`config.mk`:
```
export PLATFORM = sky130hd
export DESIGN_NAME = mem_arbiter
export DESIGN_NICKNAME = d
export VERILOG_FILES = /design/src/rtl/mem_arb_pkg.sv /design/src/rtl/mem_arb_starve_ctr.sv /design/src/rtl/mem_arbiter.sv
export SDC_FILE = /design/constraint.sdc
export NUM_CORES = 1
export LEC_CHECK = 0
export BUFFER_PORTS_ARGS = -buffer_cell sky130_fd_sc_hd__buf_2
export CORE_AREA = 2 2 106 108
export CTS_CLUSTER_DIAMETER = 200
export CTS_CLUSTER_SIZE = 30
export DETAILED_ROUTE_END_ITERATION = 16
export DIE_AREA = 0 0 108 110
export PLACE_DENSITY_LB_ADDON = 0.1
export SYNTH_ARGS = -nofsm -noshare
export SYNTH_HDL_FRONTEND = slang
export SYNTH_SLANG_ARGS = --single-unit
```
`constraint.sdc`:
```
create_clock -name clk -period 2.3 [get_ports clk]
set_input_delay 0 -clock clk [delete_from_list [all_inputs] [get_ports clk]]
set_output_delay 0 -clock clk [all_outputs]
set_load 0.01 [all_outputs]
```
`src/rtl/mem_arb_pkg.sv`:
```
// Shared types and constants for the instruction/data SRAM arbiter.
package mem_arb_pkg;

  localparam int unsigned DEF_ADDR_W       = 32;
  localparam int unsigned DEF_DATA_W       = 32;
  localparam int unsigned STARVE_MAX_LIMIT = 15;

  typedef enum logic [1:0] {
    RESP_NONE,
    RESP_I,
    RESP_D
  } resp_owner_e;

endpackage

```
`src/rtl/mem_arb_starve_ctr.sv`:
```
// Saturating count of consecutive D grants while I waits; force_i hands the next slot to I.
module mem_arb_starve_ctr
  import mem_arb_pkg::*;
#(
  parameter int unsigned STARVE_MAX = 4
) (
  input  logic clk,
  input  logic rst,
  input  logic i_req,
  input  logic i_gnt,
  input  logic d_gnt,
  output logic force_i
);

  localparam int unsigned CW = $clog2(STARVE_MAX_LIMIT + 1);
  localparam logic [CW-1:0] MAX = CW'(STARVE_MAX);

  logic [CW-1:0] starve_cnt;

  always_ff @(posedge clk or posedge rst) begin
    if (rst) begin
      starve_cnt <= '0;
    end else if (!i_req || i_gnt) begin
      starve_cnt <= '0;
    end else if (d_gnt && (starve_cnt != MAX)) begin
      starve_cnt <= starve_cnt + 1'b1;
    end
  end

  assign force_i = (starve_cnt == MAX);

endmodule

```
`src/rtl/mem_arbiter.sv`:
```
// Arbitrates instruction fetch and data accesses onto one single-ported SRAM.
// Define MEM_ARBITER_PERF_EN to add the perf_conflict counter port.
module mem_arbiter
  import mem_arb_pkg::*;
#(
  parameter int unsigned ADDR_W     = DEF_ADDR_W,
  parameter int unsigned DATA_W     = DEF_DATA_W,
  parameter int unsigned STARVE_MAX = 4,
  parameter int unsigned CNT_W      = 32
) (
  input  logic                clk,
  input  logic                rst,
  input  logic                i_req,
  input  logic [ADDR_W-1:0]   i_addr,
  output logic                i_gnt,
  output logic                i_rvalid,
  output logic [DATA_W-1:0]   i_rdata,
  input  logic                d_req,
  input  logic                d_we,
  input  logic [DATA_W/8-1:0] d_be,
  input  logic [ADDR_W-1:0]   d_addr,
  input  logic [DATA_W-1:0]   d_wdata,
  output logic                d_gnt,
  output logic                d_rvalid,
  output logic [DATA_W-1:0]   d_rdata,
  output logic                mem_en,
  output logic                mem_we,
  output logic [DATA_W/8-1:0] mem_be,
  output logic [ADDR_W-1:0]   mem_addr,
  output logic [DATA_W-1:0]   mem_wdata,
  input  logic [DATA_W-1:0]   mem_rdata
`ifdef MEM_ARBITER_PERF_EN
  ,
  output logic [CNT_W-1:0]    perf_conflict
`endif
);

  if (STARVE_MAX < 1 || STARVE_MAX > STARVE_MAX_LIMIT) begin : g_bad_starve_max
    $error("mem_arbiter: STARVE_MAX must be within 1..15");
  end
  if (CNT_W < 1) begin : g_bad_cnt_w
    $error("mem_arbiter: CNT_W must be at least 1");
  end

  logic        force_i;
  resp_owner_e state, state_next;

  mem_arb_starve_ctr #(
    .STARVE_MAX(STARVE_MAX)
  ) u_starve_ctr (
    .clk    (clk),
    .rst    (rst),
    .i_req  (i_req),
    .i_gnt  (i_gnt),
    .d_gnt  (d_gnt),
    .force_i(force_i)
  );

  // Grants are forced low during reset so nothing reaches the SRAM.
  always_comb begin
    i_gnt = !rst && i_req && (!d_req || force_i);
    d_gnt = !rst && d_req && !i_gnt;
  end

  always_comb begin
    mem_en    = 1'b0;
    mem_we    = 1'b0;
    mem_be    = '0;
    mem_addr  = '0;
    mem_wdata = '0;
    if (i_gnt) begin
      mem_en   = 1'b1;
      mem_be   = '1;
      mem_addr = i_addr;
    end else if (d_gnt) begin
      mem_en    = 1'b1;
      mem_we    = d_we;
      mem_be    = d_be;
      mem_addr  = d_addr;
      mem_wdata = d_wdata;
    end
  end

  always_ff @(posedge clk or posedge rst) begin
    if (rst) state <= RESP_NONE;
    else     state <= state_next;
  end

  always_comb begin
    state_next = RESP_NONE;
    if (i_gnt)               state_next = RESP_I;
    else if (d_gnt && !d_we) state_next = RESP_D;
  end

  always_comb begin
    i_rvalid = 1'b0;
    i_rdata  = '0;
    d_rvalid = 1'b0;
    d_rdata  = '0;
    unique case (state)
      RESP_I: begin
        i_rvalid = 1'b1;
        i_rdata  = mem_rdata;
      end
      RESP_D: begin
        d_rvalid = 1'b1;
        d_rdata  = mem_rdata;
      end
      default: ;
    endcase
  end

`ifdef MEM_ARBITER_PERF_EN
  always_ff @(posedge clk or posedge rst) begin
    if (rst)                 perf_conflict <= '0;
    else if (i_req && d_req) perf_conflict <= perf_conflict + 1'b1;
  end
`endif

endmodule

```
==> qor.yml, run 1 <==
status: "finished, final reports clean"
drive_above_1_share_pct: 66.6
timing.rr.start: "u_starve_ctr.starve_cnt[0]$_DFFE_PP0P_"
post-cts-setup-buffers: 0
grt_max_degree: 59
start_util_pct: 13.3
cts_tree: "done"
die_w_um: 108
yosys_warnings: 0
synth_common_cells: "97 x and2_1, 20 x a22o_1, 12 x a22o_2"
min-delay-start: "d_req"
critPathRequiredTime_ns: 2.30
synthMostInstantiatedCell: "and2_1"
clock.fmax_mhz: 469
antenna_found_initial: 1
busiest_layer: "met2"
ys_seq_area_share_pct: 10.6
mappedNetlistArea_um2: 1420
dpl.hpwl_um: 7160
htree_levels: 1
synth_seq_cells: 6
worstSetupPathType: "flip-flop to output pin"
ctsResizeCount: 0
detail_route.wl_per_cell_um: 13.6
hold_class: "input port to flip-flop"
met2_usage_pct: 24.6
synth.avg_cell_area_um2: 7.52
crit_start: "u_starve_ctr.starve_cnt[0]$_DFFE_PP0P_"
p_per_area_nw_per_um2: 226
hold_viol: 0
yosysTopAreaCellShare_pct: 42.7
ant_nets: 0
vias_per_cell: 4.02
rows: 38
synth_fp_nets: 328
die_h_um: 110
final_util_pct: 27.9
cts_root_buf: "clkbuf_8"
synth_ff_type: "dfrtp_1"
period_share_pct: 92.7
drtIter0Drc: 87
yosys-top-cells-area: "and2_1 43%, a22o_1 12%, dfrtp_1 11%"
max_cap_viol_count: 0
multi_input_area_um2: 1160
die_area_um2: 11900
syn2layout_area_growth_pct: 110
period_minus_slack_ns: 2.13
worst_pin_slew_ns: 0.496
slew_viol_final: 0
nets: 596
ios: 275
whs_ns: 0.140
regArea_um2: 150
grt_overflow: 0
grtUsageMet1_pct: 10.6
synth_edf_count: 0
cts_buffers: 3
tns_ns: 0
p_leak_nw: 1.93
fin_skew_ns: 0.00356
fill_cells: 1200
yosysTopAreaCell: "and2_1"
clk_latency_ns: 0.22
clk_path_buf_depth: 2
async_reset_ff_share_pct: 100
drtPass1Iterations: 4
grt_pass1_wl_um: 10600
wl_um: 8080
antenna_cells: 0
rsz0062_at_grt: "false"
cts_sinks: 6
grt_usage_pct: 11.5
ir_drop_uv: 148
clkSlewWorstSetupHoldPaths_ns: 0.04
setup_viol: 0
slew_headroom_pct: 66.9
grt_pass1_vias: 2006
met3_usage_pct: 3.70
syn-instance-count: 189
gp_congestion: 0.769
critPathMaxFanout: 58
drc: 0
num_vias: 2389
io_buffers: 274
end_kind: "output pin"
cp-start-kind: "flip-flop"
worst-endpoint-arrival_ns: 2.13
core_area_um2: 10700
yosysUniqueCellTypes: 26
==> state kept, by name, summed over array words and instances (netlist names) <==
register,count
state,2
u_starve_ctr.starve_cnt,4
==> stage by stage <==
step                      power [mW]  area, um2  instances  setup WS, ns
after floorplan                0.293       1420        189         0.679
after global placement         0.524       2920        590         0.395
after detailed placement       0.524       2920        590         0.382
after CTS                      0.690       2980        595         0.132
after global routing           0.731       2980        595        0.0179
final                          0.674       2980        595         0.167
==> routing by layer <==
layer  vias to the layer above  share of wire, %
met5                         -              0.16
met4                         2              0.42
met3                         4                12
met2                       164                55
met1                      1051                32
li1                       1168                 -
==> kinds of logic after synthesis <==
logic type	after synthesis	share of synthesized area, %
simple gates	116	51.6
flops	6	10.6
buf+inv	22	8.80
fa+ha+maj	2	1.76
compound gates	43	27.3
==> final cells by class <==
| class | instances | area share (%) |
|---|---|---|
| Clock buffer | 3 | 1.39 |
| Inverter | 4 | 0.504 |
| Tap cell | 140 | 5.88 |
| Multi-Input combinational cell | 161 | 38.8 |
| Timing Repair Buffer | 281 | 48.4 |
| Sequential cell | 6 | 5.04 |
==> cells in the final DEF (no fill, tap or decap) <==
master,synthesis,final
a32oi_1,1,1
a211oi_4,1,1
nor2_1,3,3
a21o_2,4,4
a21oi_4,0,1
a22o_1,20,20
buf_12,0,1
a31oi_1,1,1
and2b_2,1,1
a22o_2,12,12
dfrtp_1,6,6
clkbuf_8,0,3
a21oi_1,3,2
and2_1,97,97
a22oi_1,1,1
buf_4,3,4
ha_1,2,2
buf_2,1,274
inv_1,4,4
nand3_1,3,3
nor2b_1,4,4
nand4b_1,1,1
dlygate4sd3_1,0,2
or4_1,1,1
nand3b_4,1,1
and3b_2,1,1
nand2b_1,2,2
nand2_1,2,2
==> power by group <==
| group | internal, mW | switching, mW | leakage [nW] |
|---|---|---|---|
| Sequential | 0.109 | 0.00190 | 0.0821 |
| Combinational | 0.212 | 0.193 | 1.82 |
| Clock | 0.112 | 0.0451 | 0.0216 |
| Total | 0.434 | 0.240 | 1.93 |
==> worst max-delay path: stages, from the launching register on <==
cell     delay (ns)
dfrtp_1        0.38
inv_1          0.07
ha_1           0.26
and3b_2        0.25
a21oi_4        0.30
buf_12         0.27
and2_1         0.21
buf_2          0.15
==> final timing paths <==
path	end	slack, ns	cells past startpoint
min reg2reg	u_starve_ctr.starve_cnt[0]$_DFFE_PP0P_	0.57	2
max	mem_wdata[6]	0.17	7
min in group asynchronous	u_starve_ctr.starve_cnt[3]$_DFFE_PP0P_	0.34	3
max in group asynchronous	state[0]$_DFF_PP0_	1.76	3
min	u_starve_ctr.starve_cnt[2]$_DFFE_PP0P_	0.14	3
max reg2reg	u_starve_ctr.starve_cnt[3]$_DFFE_PP0P_	0.79	4
==> what timing repair did <==
action,CTS,global route
setup endpoints to repair,0,0
endpoints found under the hold margin,7,0
hold buffers,2,0
Power figures use the tool's default switching activity.
==> run 2: changes to the inputs <==
--- a/config.mk
+++ b/config.mk
@@ -11,7 +11,6 @@
 export CTS_CLUSTER_SIZE = 30
 export DETAILED_ROUTE_END_ITERATION = 16
 export DIE_AREA = 0 0 108 110
-export PLACE_DENSITY_LB_ADDON = 0.1
 export SYNTH_ARGS = -nofsm -noshare
 export SYNTH_HDL_FRONTEND = slang
 export SYNTH_SLANG_ARGS = --single-unit
==> run 2 against run 1 <==
Against the previous run:
- setup slack gained 0.049 ns
- critical path depth stayed put
- power down 1.9%
- largest cell class unchanged
- clock power fell by 3%
- register-to-register slack about the same
- highest routed layer is now met4
==> qor.yml, run 2 (synthesis gave the netlist of run 1 again) <==
start_util_pct: 13.3  # unchanged
p_per_area_nw_per_um2: 223  # was 226 nW/um2
drc: 0  # unchanged
whs_ns: 0.0696  # was 0.140 ns
cp-start-kind: "flip-flop"  # unchanged
timing.rr.start: "u_starve_ctr.starve_cnt[0]$_DFFE_PP0P_"  # unchanged
tns_ns: 0  # unchanged
grt_max_degree: 54  # was 59
end_kind: "output pin"  # unchanged
antenna_cells: 0  # unchanged
slew_viol_final: 0  # unchanged
cts_tree: "done"  # unchanged
wl_um: 6660  # was 8080 um
whs_endpoint: "state[0]$_DFF_PP0_"  # was u_starve_ctr.starve_cnt[2]$_DFFE_PP0P_
critPathRequiredTime_ns: 2.30  # about the same
grt_pass1_wl_um: 8640  # was 10600 um
grt_overflow: 0  # unchanged
hold_class: "input port to flip-flop"  # unchanged
max_stage_delay_ns: 0.40  # was 0.38 ns
min_path_cells: 2  # was 3
largest_register: "u_starve_ctr.starve_cnt"  # unchanged
setup_viol: 0  # unchanged
clk_path_buf_depth: 2  # unchanged
grt_pass1_vias: 1874  # was 2006
num_vias: 2355  # was 2389
rsz0062_at_grt: "false"  # unchanged
nets: 596  # unchanged
period_minus_slack_ns: 2.08  # was 2.13 ns
max_cap_viol_count: 0  # unchanged
r2r_end: "state[1]$_DFF_PP0_"  # was u_starve_ctr.starve_cnt[3]$_DFFE_PP0P_
vias_per_cell: 3.96  # was 4.02
ant_nets: 0  # unchanged
clock.fmax_mhz: 480  # was 469 MHz
antenna_found_initial: 0  # was 1
status: "finished, final reports clean"  # unchanged
hold_viol: 0  # unchanged
largest_reg_flops: 4  # unchanged
gp_congestion: 0.867  # was 0.769
cts_sinks: 6  # unchanged
p_leak_nw: 1.92  # was 1.93 nW
fill_cells: 1172  # was 1200
die_w_um: 108  # unchanged
worstSetupPathType: "flip-flop to output pin"  # unchanged
layout_commonest_cell: "buf_2"  # unchanged
ctsResizeCount: 0  # unchanged
post-cts-setup-buffers: 0  # unchanged
ff2ff_setup_slack_ns: 0.78  # was 0.79 ns
reg_top3: "u_starve_ctr.starve_cnt x4, state x2"  # unchanged
drtPass1Iterations: 4  # unchanged
die_h_um: 110  # unchanged
min-delay-start: "d_req"  # unchanged
critPathMaxFanout: 37  # was 58
slew_headroom_pct: 65.3  # was 66.9%
drtIter0Drc: 79  # was 87
die_area_um2: 11900  # unchanged
cts_root_buf: "clkbuf_8"  # unchanged
worst-endpoint-arrival_ns: 2.08  # was 2.13 ns
detail_route.wl_per_cell_um: 11.2  # was 13.6 um
io_buffers: 274  # unchanged
postCtsHoldBufs: 2  # unchanged
dpl.hpwl_um: 5830  # was 7160 um
grt_usage_pct: 9.11  # was 11.5%
cts_buffers: 3  # unchanged
rows: 38  # unchanged
r2r_cells: 6  # was 4
final_cell_mix: "274 x buf_2, 97 x and2_1, 20 x a22o_1"  # unchanged
slowest_stage: "dfrtp_1"  # unchanged
worstPathCellList: "inv_1, ha_1, nand3b_4, a211oi_4, buf_4, a22o_1, buf_2"  # was inv_1, ha_1, and3b_2, a21oi_4, buf_12, and2_1, buf_2
fin_skew_ns: 0.00116  # was 0.00356 ns
clkSlewWorstSetupHoldPaths_ns: 0.03  # was 0.04 ns
period_share_pct: 90.6  # was 92.7%
core_area_um2: 10700  # unchanged
clk_latency_ns: 0.22  # about the same
drive_above_1_share_pct: 66.6  # unchanged
ios: 275  # unchanged
syn2layout_area_growth_pct: 109  # was 110%
worst_pin_slew_ns: 0.520  # was 0.496 ns
htree_levels: 1  # unchanged
ir_drop_uv: 127  # was 148 uV
## run 2: critical path: cells and delay by family (launching register included)
family          cells  cell delay, ns
fa+ha+maj           1            0.25
buf+inv             3            0.61
compound gates      2            0.48
flops               1            0.40
simple gates        1            0.12
## run 2: area by class of cell
type                            count  area (um2)  area share, %
Multi-Input combinational cell    161        1160           39.0
Inverter                            4        15.0          0.506
Tap cell                          140         175           5.90
Timing Repair Buffer              281        1430           48.1
Clock buffer                        3        41.3           1.39
Sequential cell                     6         150           5.06
## run 2: where the power goes
group	internal, mW	switching, mW
Combinational	0.210	0.187
Clock	0.112	0.0412
Sequential	0.109	0.00194
## run 2: worst max-delay path by stage
stage / startpoint / end / slack, ns / cells after the start
2_1_floorplan: u_starve_ctr.starve_cnt[0]$_DFFE_PP0P_ / mem_addr[10] / 0.68 / 7
3_3_place_gp: u_starve_ctr.starve_cnt[0]$_DFFE_PP0P_ / mem_wdata[21] / 0.52 / 7
3_5_place_dp: u_starve_ctr.starve_cnt[0]$_DFFE_PP0P_ / mem_addr[19] / 0.46 / 7
4_1_cts: u_starve_ctr.starve_cnt[0]$_DFFE_PP0P_ / mem_addr[19] / 0.22 / 7
5_1_grt: u_starve_ctr.starve_cnt[0]$_DFFE_PP0P_ / mem_addr[19] / 0.07 / 7
6_report: u_starve_ctr.starve_cnt[0]$_DFFE_PP0P_ / mem_addr[19] / 0.22 / 7
## run 2: metal layers
| metal | up-vias | GRT usage [%] | wire, um |
|---|---|---|---|
| met4 | 0 | 1.74 | 44 |
| met3 | 2 | 1.88 | 678 |
| met5 | - | 0 | 0 |
| met2 | 150 | 19.6 | 3790 |
| met1 | 1036 | 8.76 | 2140 |
| li1 | 1167 | - | - |
## run 2: metrics by stage
step                utilization (%)  std cells  power [mW]  worst slack, ns  instance area (um2)
floorplan                         -        189       0.293            0.679                 1420
global route                   27.7        595       0.716           0.0747                 2970
finish                         27.7        595       0.661            0.217                 2970
detailed placement             27.2        590       0.511            0.456                 2910
global placement               27.2        590       0.503            0.522                 2910
CTS                            27.7        595       0.672            0.220                 2970
